==> src/rtl/m5_ddram_arb.sv <==
// m5_ddram_arb
// Two-requester byte-access arbiter onto the MiSTer DDR3 Avalon port.
// A ROM/data loader issues byte writes into the loader region at BASE_ADDR,
// and a CPU issues byte reads/writes into the region at BASE_ADDR + CPU_OFS.
// Each access becomes one single-beat 64-bit Avalon transaction with byte
// enables. Ties between requesters are broken round-robin.
//
// Ports
//   clk_sys            sole clock (rising edge)
//   reset              synchronous, active-high reset
//   ld_req/addr/data   loader byte-write request, held until ld_ack
//   ld_ack             one-cycle loader completion pulse
//   cpu_req/we/addr/din CPU byte request (we=1 write), held until cpu_ack
//   cpu_dout/cpu_ack   read byte and one-cycle completion pulse
//   DDRAM_*            MiSTer DDR3 Avalon master port (burst length 1)
module m5_ddram_arb #(
    parameter logic [28:0] BASE_ADDR = 29'h0600_0000,
    parameter logic [28:0] CPU_OFS   = 29'h0010_0000
) (
    input  logic        clk_sys,
    input  logic        reset,
    input  logic        ld_req,
    input  logic [24:0] ld_addr,
    input  logic [7:0]  ld_data,
    output logic        ld_ack,
    input  logic        cpu_req,
    input  logic        cpu_we,
    input  logic [16:0] cpu_addr,
    input  logic [7:0]  cpu_din,
    output logic [7:0]  cpu_dout,
    output logic        cpu_ack,
    output logic        DDRAM_CLK,
    input  logic        DDRAM_BUSY,
    output logic [7:0]  DDRAM_BURSTCNT,
    output logic [28:0] DDRAM_ADDR,
    input  logic [63:0] DDRAM_DOUT,
    input  logic        DDRAM_DOUT_READY,
    output logic        DDRAM_RD,
    output logic [63:0] DDRAM_DIN,
    output logic [7:0]  DDRAM_BE,
    output logic        DDRAM_WE
);

    typedef enum logic [2:0] {
        ST_IDLE     = 3'd0,
        ST_WR       = 3'd1,
        ST_RD_ISSUE = 3'd2,
        ST_RD_WAIT  = 3'd3,
        ST_DISCARD  = 3'd4
    } state_t;

    state_t      state_r;
    logic        last_cpu_r;    // 1: CPU was granted last, so loader wins a tie
    logic        owner_cpu_r;   // requester of the transaction in flight
    logic [2:0]  lane_r;        // byte lane of the transaction in flight
    logic        rd_r;
    logic        we_r;
    logic [7:0]  be_r;
    logic [28:0] addr_r;
    logic [63:0] din_r;
    logic        ld_ack_r;
    logic        cpu_ack_r;
    logic [7:0]  cpu_dout_r;

    logic [28:0] ld_word_s;
    logic [28:0] cpu_word_s;
    logic        grant_ld_s;
    logic        grant_cpu_s;
    logic        rd_accepted_s;

    // Extract one byte lane from a 64-bit memory word.
    function automatic logic [7:0] lane_byte(input logic [63:0] word, input logic [2:0] lane);
        lane_byte = word[{lane, 3'b000} +: 8];
    endfunction

    // Word addresses wrap modulo 2^29 through the natural 29-bit sum.
    assign ld_word_s  = BASE_ADDR + {7'd0, ld_addr[24:3]};
    assign cpu_word_s = BASE_ADDR + CPU_OFS + {15'd0, cpu_addr[16:3]};

    // A read is accepted by the controller on an RD_ISSUE cycle with BUSY low.
    assign rd_accepted_s = (state_r == ST_RD_ISSUE) && !DDRAM_BUSY;

    assign DDRAM_CLK      = clk_sys;
    assign DDRAM_BURSTCNT = 8'd1;
    assign DDRAM_ADDR     = addr_r;
    assign DDRAM_DIN      = din_r;
    assign DDRAM_BE       = be_r;
    assign DDRAM_RD       = rd_r;
    assign DDRAM_WE       = we_r;
    assign ld_ack         = ld_ack_r;
    assign cpu_ack        = cpu_ack_r;
    assign cpu_dout       = cpu_dout_r;

    // Grant selection: only in IDLE and never while an ack is being pulsed,
    // because the acked requester still shows req high during that cycle.
    always_comb begin
        grant_ld_s  = 1'b0;
        grant_cpu_s = 1'b0;
        if ((state_r == ST_IDLE) && !ld_ack_r && !cpu_ack_r) begin
            if (ld_req && cpu_req) begin
                grant_ld_s  = last_cpu_r;
                grant_cpu_s = !last_cpu_r;
            end else begin
                grant_ld_s  = ld_req;
                grant_cpu_s = cpu_req;
            end
        end else begin
            grant_ld_s  = 1'b0;
            grant_cpu_s = 1'b0;
        end
    end

    // Arbiter FSM with registered Avalon command and ack outputs.
    always_ff @(posedge clk_sys) begin
        if (reset) begin
            rd_r        <= 1'b0;
            we_r        <= 1'b0;
            be_r        <= 8'hFF;
            addr_r      <= 29'd0;
            din_r       <= 64'd0;
            ld_ack_r    <= 1'b0;
            cpu_ack_r   <= 1'b0;
            cpu_dout_r  <= 8'h00;
            last_cpu_r  <= 1'b1;
            owner_cpu_r <= 1'b0;
            lane_r      <= 3'd0;
            // A read already accepted by the controller will still return
            // data; swallow it so it cannot complete a later request.
            if (rd_accepted_s || (state_r == ST_RD_WAIT) || (state_r == ST_DISCARD)) begin
                state_r <= ST_DISCARD;
            end else begin
                state_r <= ST_IDLE;
            end
        end else begin
            ld_ack_r  <= 1'b0;
            cpu_ack_r <= 1'b0;
            case (state_r)
                ST_IDLE: begin
                    if (grant_ld_s) begin
                        last_cpu_r  <= 1'b0;
                        owner_cpu_r <= 1'b0;
                        lane_r      <= ld_addr[2:0];
                        addr_r      <= ld_word_s;
                        din_r       <= {8{ld_data}};
                        be_r        <= 8'd1 << ld_addr[2:0];
                        we_r        <= 1'b1;
                        state_r     <= ST_WR;
                    end else if (grant_cpu_s) begin
                        last_cpu_r  <= 1'b1;
                        owner_cpu_r <= 1'b1;
                        lane_r      <= cpu_addr[2:0];
                        addr_r      <= cpu_word_s;
                        if (cpu_we) begin
                            din_r   <= {8{cpu_din}};
                            be_r    <= 8'd1 << cpu_addr[2:0];
                            we_r    <= 1'b1;
                            state_r <= ST_WR;
                        end else begin
                            be_r    <= 8'hFF;
                            rd_r    <= 1'b1;
                            state_r <= ST_RD_ISSUE;
                        end
                    end else begin
                        state_r <= ST_IDLE;
                    end
                end
                ST_WR: begin
                    if (!DDRAM_BUSY) begin
                        we_r <= 1'b0;
                        if (owner_cpu_r) begin
                            cpu_ack_r <= 1'b1;
                        end else begin
                            ld_ack_r <= 1'b1;
                        end
                        state_r <= ST_IDLE;
                    end else begin
                        state_r <= ST_WR;
                    end
                end
                ST_RD_ISSUE: begin
                    if (!DDRAM_BUSY) begin
                        rd_r    <= 1'b0;
                        state_r <= ST_RD_WAIT;
                    end else begin
                        state_r <= ST_RD_ISSUE;
                    end
                end
                ST_RD_WAIT: begin
                    if (DDRAM_DOUT_READY) begin
                        cpu_dout_r <= lane_byte(DDRAM_DOUT, lane_r);
                        cpu_ack_r  <= 1'b1;
                        state_r    <= ST_IDLE;
                    end else begin
                        state_r <= ST_RD_WAIT;
                    end
                end
                ST_DISCARD: begin
                    if (DDRAM_DOUT_READY) begin
                        state_r <= ST_IDLE;
                    end else begin
                        state_r <= ST_DISCARD;
                    end
                end
                default: begin
                    rd_r    <= 1'b0;
                    we_r    <= 1'b0;
                    state_r <= ST_IDLE;
                end
            endcase
        end
    end

endmodule
==> config.mk <==
export PLATFORM = sky130hd
export DESIGN_NAME = m5_ddram_arb
export DESIGN_NICKNAME = d
export VERILOG_FILES = /design/src/rtl/m5_ddram_arb.sv
export SDC_FILE = /design/constraint.sdc
export NUM_CORES = 1
export LEC_CHECK = 0
export ABC_AREA = 1
export BUFFER_PORTS_ARGS = -buffer_cell sky130_fd_sc_hd__clkbuf_2
export CORE_ASPECT_RATIO = 2
export CORE_UTILIZATION = 44
export CTS_CLUSTER_DIAMETER = 60
export DETAILED_ROUTE_END_ITERATION = 16
export PLACE_DENSITY = 0.82
export SLEW_MARGIN = 20
export SYNTH_ARGS = -nofsm -noshare
export SYNTH_HDL_FRONTEND = slang
export SYNTH_SLANG_ARGS = --single-unit
==> constraint.sdc <==
create_clock -name clk_sys -period 2.74 [get_ports clk_sys]
set_clock_uncertainty 0.1 [all_clocks]
set_input_delay 0.137 -clock clk_sys [delete_from_list [all_inputs] [get_ports clk_sys]]
set_output_delay 0.137 -clock clk_sys [all_outputs]
set_load 0.1 [all_outputs]
==> metrics.csv <==
metric,value,unit
core_region_area,8950,µm²
number_of_i_o_pins,251,
clockBufferDepth,2,
worstSkewPairLatency,320,ps
start_util,45.4,%
synth-main-ff-cell,sky130_fd_sc_hd__dfxtp_1,
std_cell_rows,49,
place_hpwl,8.73,mm
dr_total_vias,4510,
clk_pin_slew_worst_paths,50,ps
type_of_element_launching_the_critical_path,clock port,
layoutNonFillerInstCount,955,
synth.most_common_cell,sky130_fd_sc_hd__nand2_1,
nFillCells,895,
ys_top_cells_by_count,"sky130_fd_sc_hd__nand2_1, sky130_fd_sc_hd__nand3_1, sky130_fd_sc_hd__inv_1, sky130_fd_sc_hd__buf_4, sky130_fd_sc_hd__nor2_1",
power_leakage,0.00309,µW
synth_area_leader_cell,sky130_fd_sc_hd__dfxtp_1,
dr.pass1.iters,5,
syn_inst_count,677,
area_taken_by_multi_input_logic_gates,1960,µm²
grt_remaining_overflow,0,
setup_viol,0,
grt_usage,23.1,%
cts-resized-gates,0,
finalCoreUtilization,58.8,%
worst_path_max_delay_cell,sky130_fd_sc_hd__clkbuf_2,
wirelength,11.5,mm
final_max_slew_viol_count,0,
cell_type_with_the_highest_occurrence_count_on_the_critical_path,sky130_fd_sc_hd__clkbuf_16,
crit_buf_inv,3,
antennaDiodeCount,0,
timing.critical_path.fanout_max,8,
synth-seq-area-share,29.1,%
dieArea,9640,µm²
run_status,"complete, no violations",
cap_violations,0,
path_cells,clkbuf_16 > clkbuf_16 > clkbuf_2,
grt_antenna_before_repair,0,
ys_ff_latch,59,
grt_setup_unrepaired,false,
critical_path.top_delay_family,buffers and inverters,
period_needed,2310,ps
post-place-ws,430,ps
io_buffers,237,
first_iter_violations,135,
grt_pass1_wl,17.9,mm
critical_path.max_stage_delay,360,ps
totalNegativeSetupSlack,0,ps
fp.dieH,138,µm
die_w,69.9,µm
slew_headroom,39.1,%
register_area,1180,µm²
drc,0,
critPathArrivalTime,2070,ps
timing.final.crit_share,84.1,%
vdd_drop_max,1.81,mV
critical_path_required,2500,ps
final_hold_viol_count,0,
criticalPathCategory,clk -> out,
synth_warnings,0,
netlist.area_leader.share,29.1,%
syn_area,4060,µm²
clock-root-buffer,sky130_fd_sc_hd__clkbuf_16,
final_net_count,977,
cts_tree,done,
drt-wirelength-per-cell,12.1,µm
fmax,437,MHz
tightestPinTransition,912,ps
timing.critical_path.to_type,primary output,
pwr_dens,1300,nW/µm²
avgSynthCellArea,6.00,µm²
hold-worst-slack,19.9,ps
final_antenna_net_count,0,
cts_made_buffers,9,
cts.htree.levels,3,
syn2layout_area_growth,29.6,%
place_congestion,0.875,
synth_area_leaders,"sky130_fd_sc_hd__dfxtp_1, sky130_fd_sc_hd__nand2_1, sky130_fd_sc_hd__buf_4",
synth_enable_flop_cells,0,
via_count_of_the_first_global_routing_pass,4061,
postLayoutSetupSlackWorst,435,ps
post-place-cells,929,
yosysUniqueCellTypes,30,
grt_max_degree,34,
final_layout_size_suffix_gt1_share,31.9,%
route.detailed.vias_per_inst,4.72,
min-delay-path-class,in -> reg,
synth_async_sr_flop_share,0,%
==> cell type report <==
| class | count | area share, % |
|---|---|---|
| sequential | 59 | 22.4 |
| multi-input combinational | 448 | 37.2 |
| inverter | 77 | 5.49 |
| clock buffer | 11 | 4.64 |
| tap | 102 | 2.42 |
| timing repair buffer | 252 | 25.2 |
| clock inverter | 6 | 2.57 |
==> metrics by stage <==
stage          instance area [µm²]  power, µW
3_3_place_gp                  4780       5410
2_1_floorplan                 4100       5110
4_1_cts                       5260       6850
3_5_place_dp                  4790       5430
6_report                      5260       6820
5_1_grt                       5260       7140
==> where the power goes <==
| part | internal (µW) | total [µW] | switching, µW |
|---|---|---|---|
| Combinational | 622 | 4110 | 3490 |
| Clock | 1010 | 1530 | 519 |
| Sequential | 1030 | 1180 | 155 |
| Total | 2660 | 6820 | 4160 |
==> worst min-delay path, cell delays in order <==
cell	delay, ps
sky130_fd_sc_hd__clkbuf_2	80
sky130_fd_sc_hd__nand2_1	40
sky130_fd_sc_hd__nand2_1	50
sky130_fd_sc_hd__nor2_1	40
sky130_fd_sc_hd__nor2_1	60
==> timing repair <==
| item | in CTS | in global routing |
|---|---|---|
| buffers inserted | 0 | 0 |
| endpoints found under the hold margin | 10 | 0 |
| hold buffers | 10 | 0 |
==> placed cells by master, fill, tap and decap left out, types with 6 or more instances in the layout <==
cell type	synthesis	layout
sky130_fd_sc_hd__clkbuf_16	0	9
sky130_fd_sc_hd__nand2_1	197	197
sky130_fd_sc_hd__dlygate4sd3_1	0	10
sky130_fd_sc_hd__a21oi_1	24	24
sky130_fd_sc_hd__buf_4	72	6
sky130_fd_sc_hd__o21ai_0	21	21
sky130_fd_sc_hd__dfxtp_1	59	59
sky130_fd_sc_hd__nor2_1	67	67
sky130_fd_sc_hd__inv_1	75	75
sky130_fd_sc_hd__nand3_1	97	97
sky130_fd_sc_hd__conb_1	2	13
sky130_fd_sc_hd__clkbuf_2	0	237
==> state kept, by name, summed over array words and instances (netlist names) <==
| register | cells |
|---|---|
| cpu_ack | 1 |
| owner_cpu_r | 1 |
| lane_r | 3 |
| state_r | 3 |
| last_cpu_r | 1 |
| DDRAM_RD | 1 |
| DDRAM_ADDR | 23 |
| DDRAM_WE | 1 |
| DDRAM_BE | 8 |
| DDRAM_DIN | 8 |
| cpu_dout | 8 |
| ld_ack | 1 |
==> cells by family (layout without fill, tap and decap cells) <==
| logic type | after synthesis | in the layout | share of synthesized area (%) |
|---|---|---|---|
| AOI/OAI and AO/OA | 54 | 54 | 7.24 |
| buffers and inverters | 181 | 346 | 23.9 |
| DFF | 59 | 59 | 29.1 |
| other | 2 | 13 | 0.185 |
| and+or+nand+nor | 381 | 381 | 39.6 |
==> path summary, 6_finish.rpt <==
check	end	slack, ps	from	cells after the start
worst max register to register	DDRAM_DIN[55]$_SDFFE_PP0P_	450	ld_ack$_SDFF_PP0_	7
worst min register to register	cpu_dout[5]$_SDFFE_PP0P_	360	cpu_dout[5]$_SDFFE_PP0P_	2
worst max-delay path	DDRAM_CLK	430	clk_sys	3
worst min-delay path	DDRAM_DIN[59]$_SDFFE_PP0P_	20	cpu_din[3]	5
==> layer usage <==
metal | track usage (%) | vias to the layer above | part of all wire, %
li1 | - | 2359 | -
met1 | 23.5 | 1949 | 38
met4 | 10.3 | 0 | 2.3
met2 | 44.6 | 180 | 54
met3 | 4.43 | 22 | 6.2
met5 | 0 | - | 0
Power figures use the tool's default switching activity.
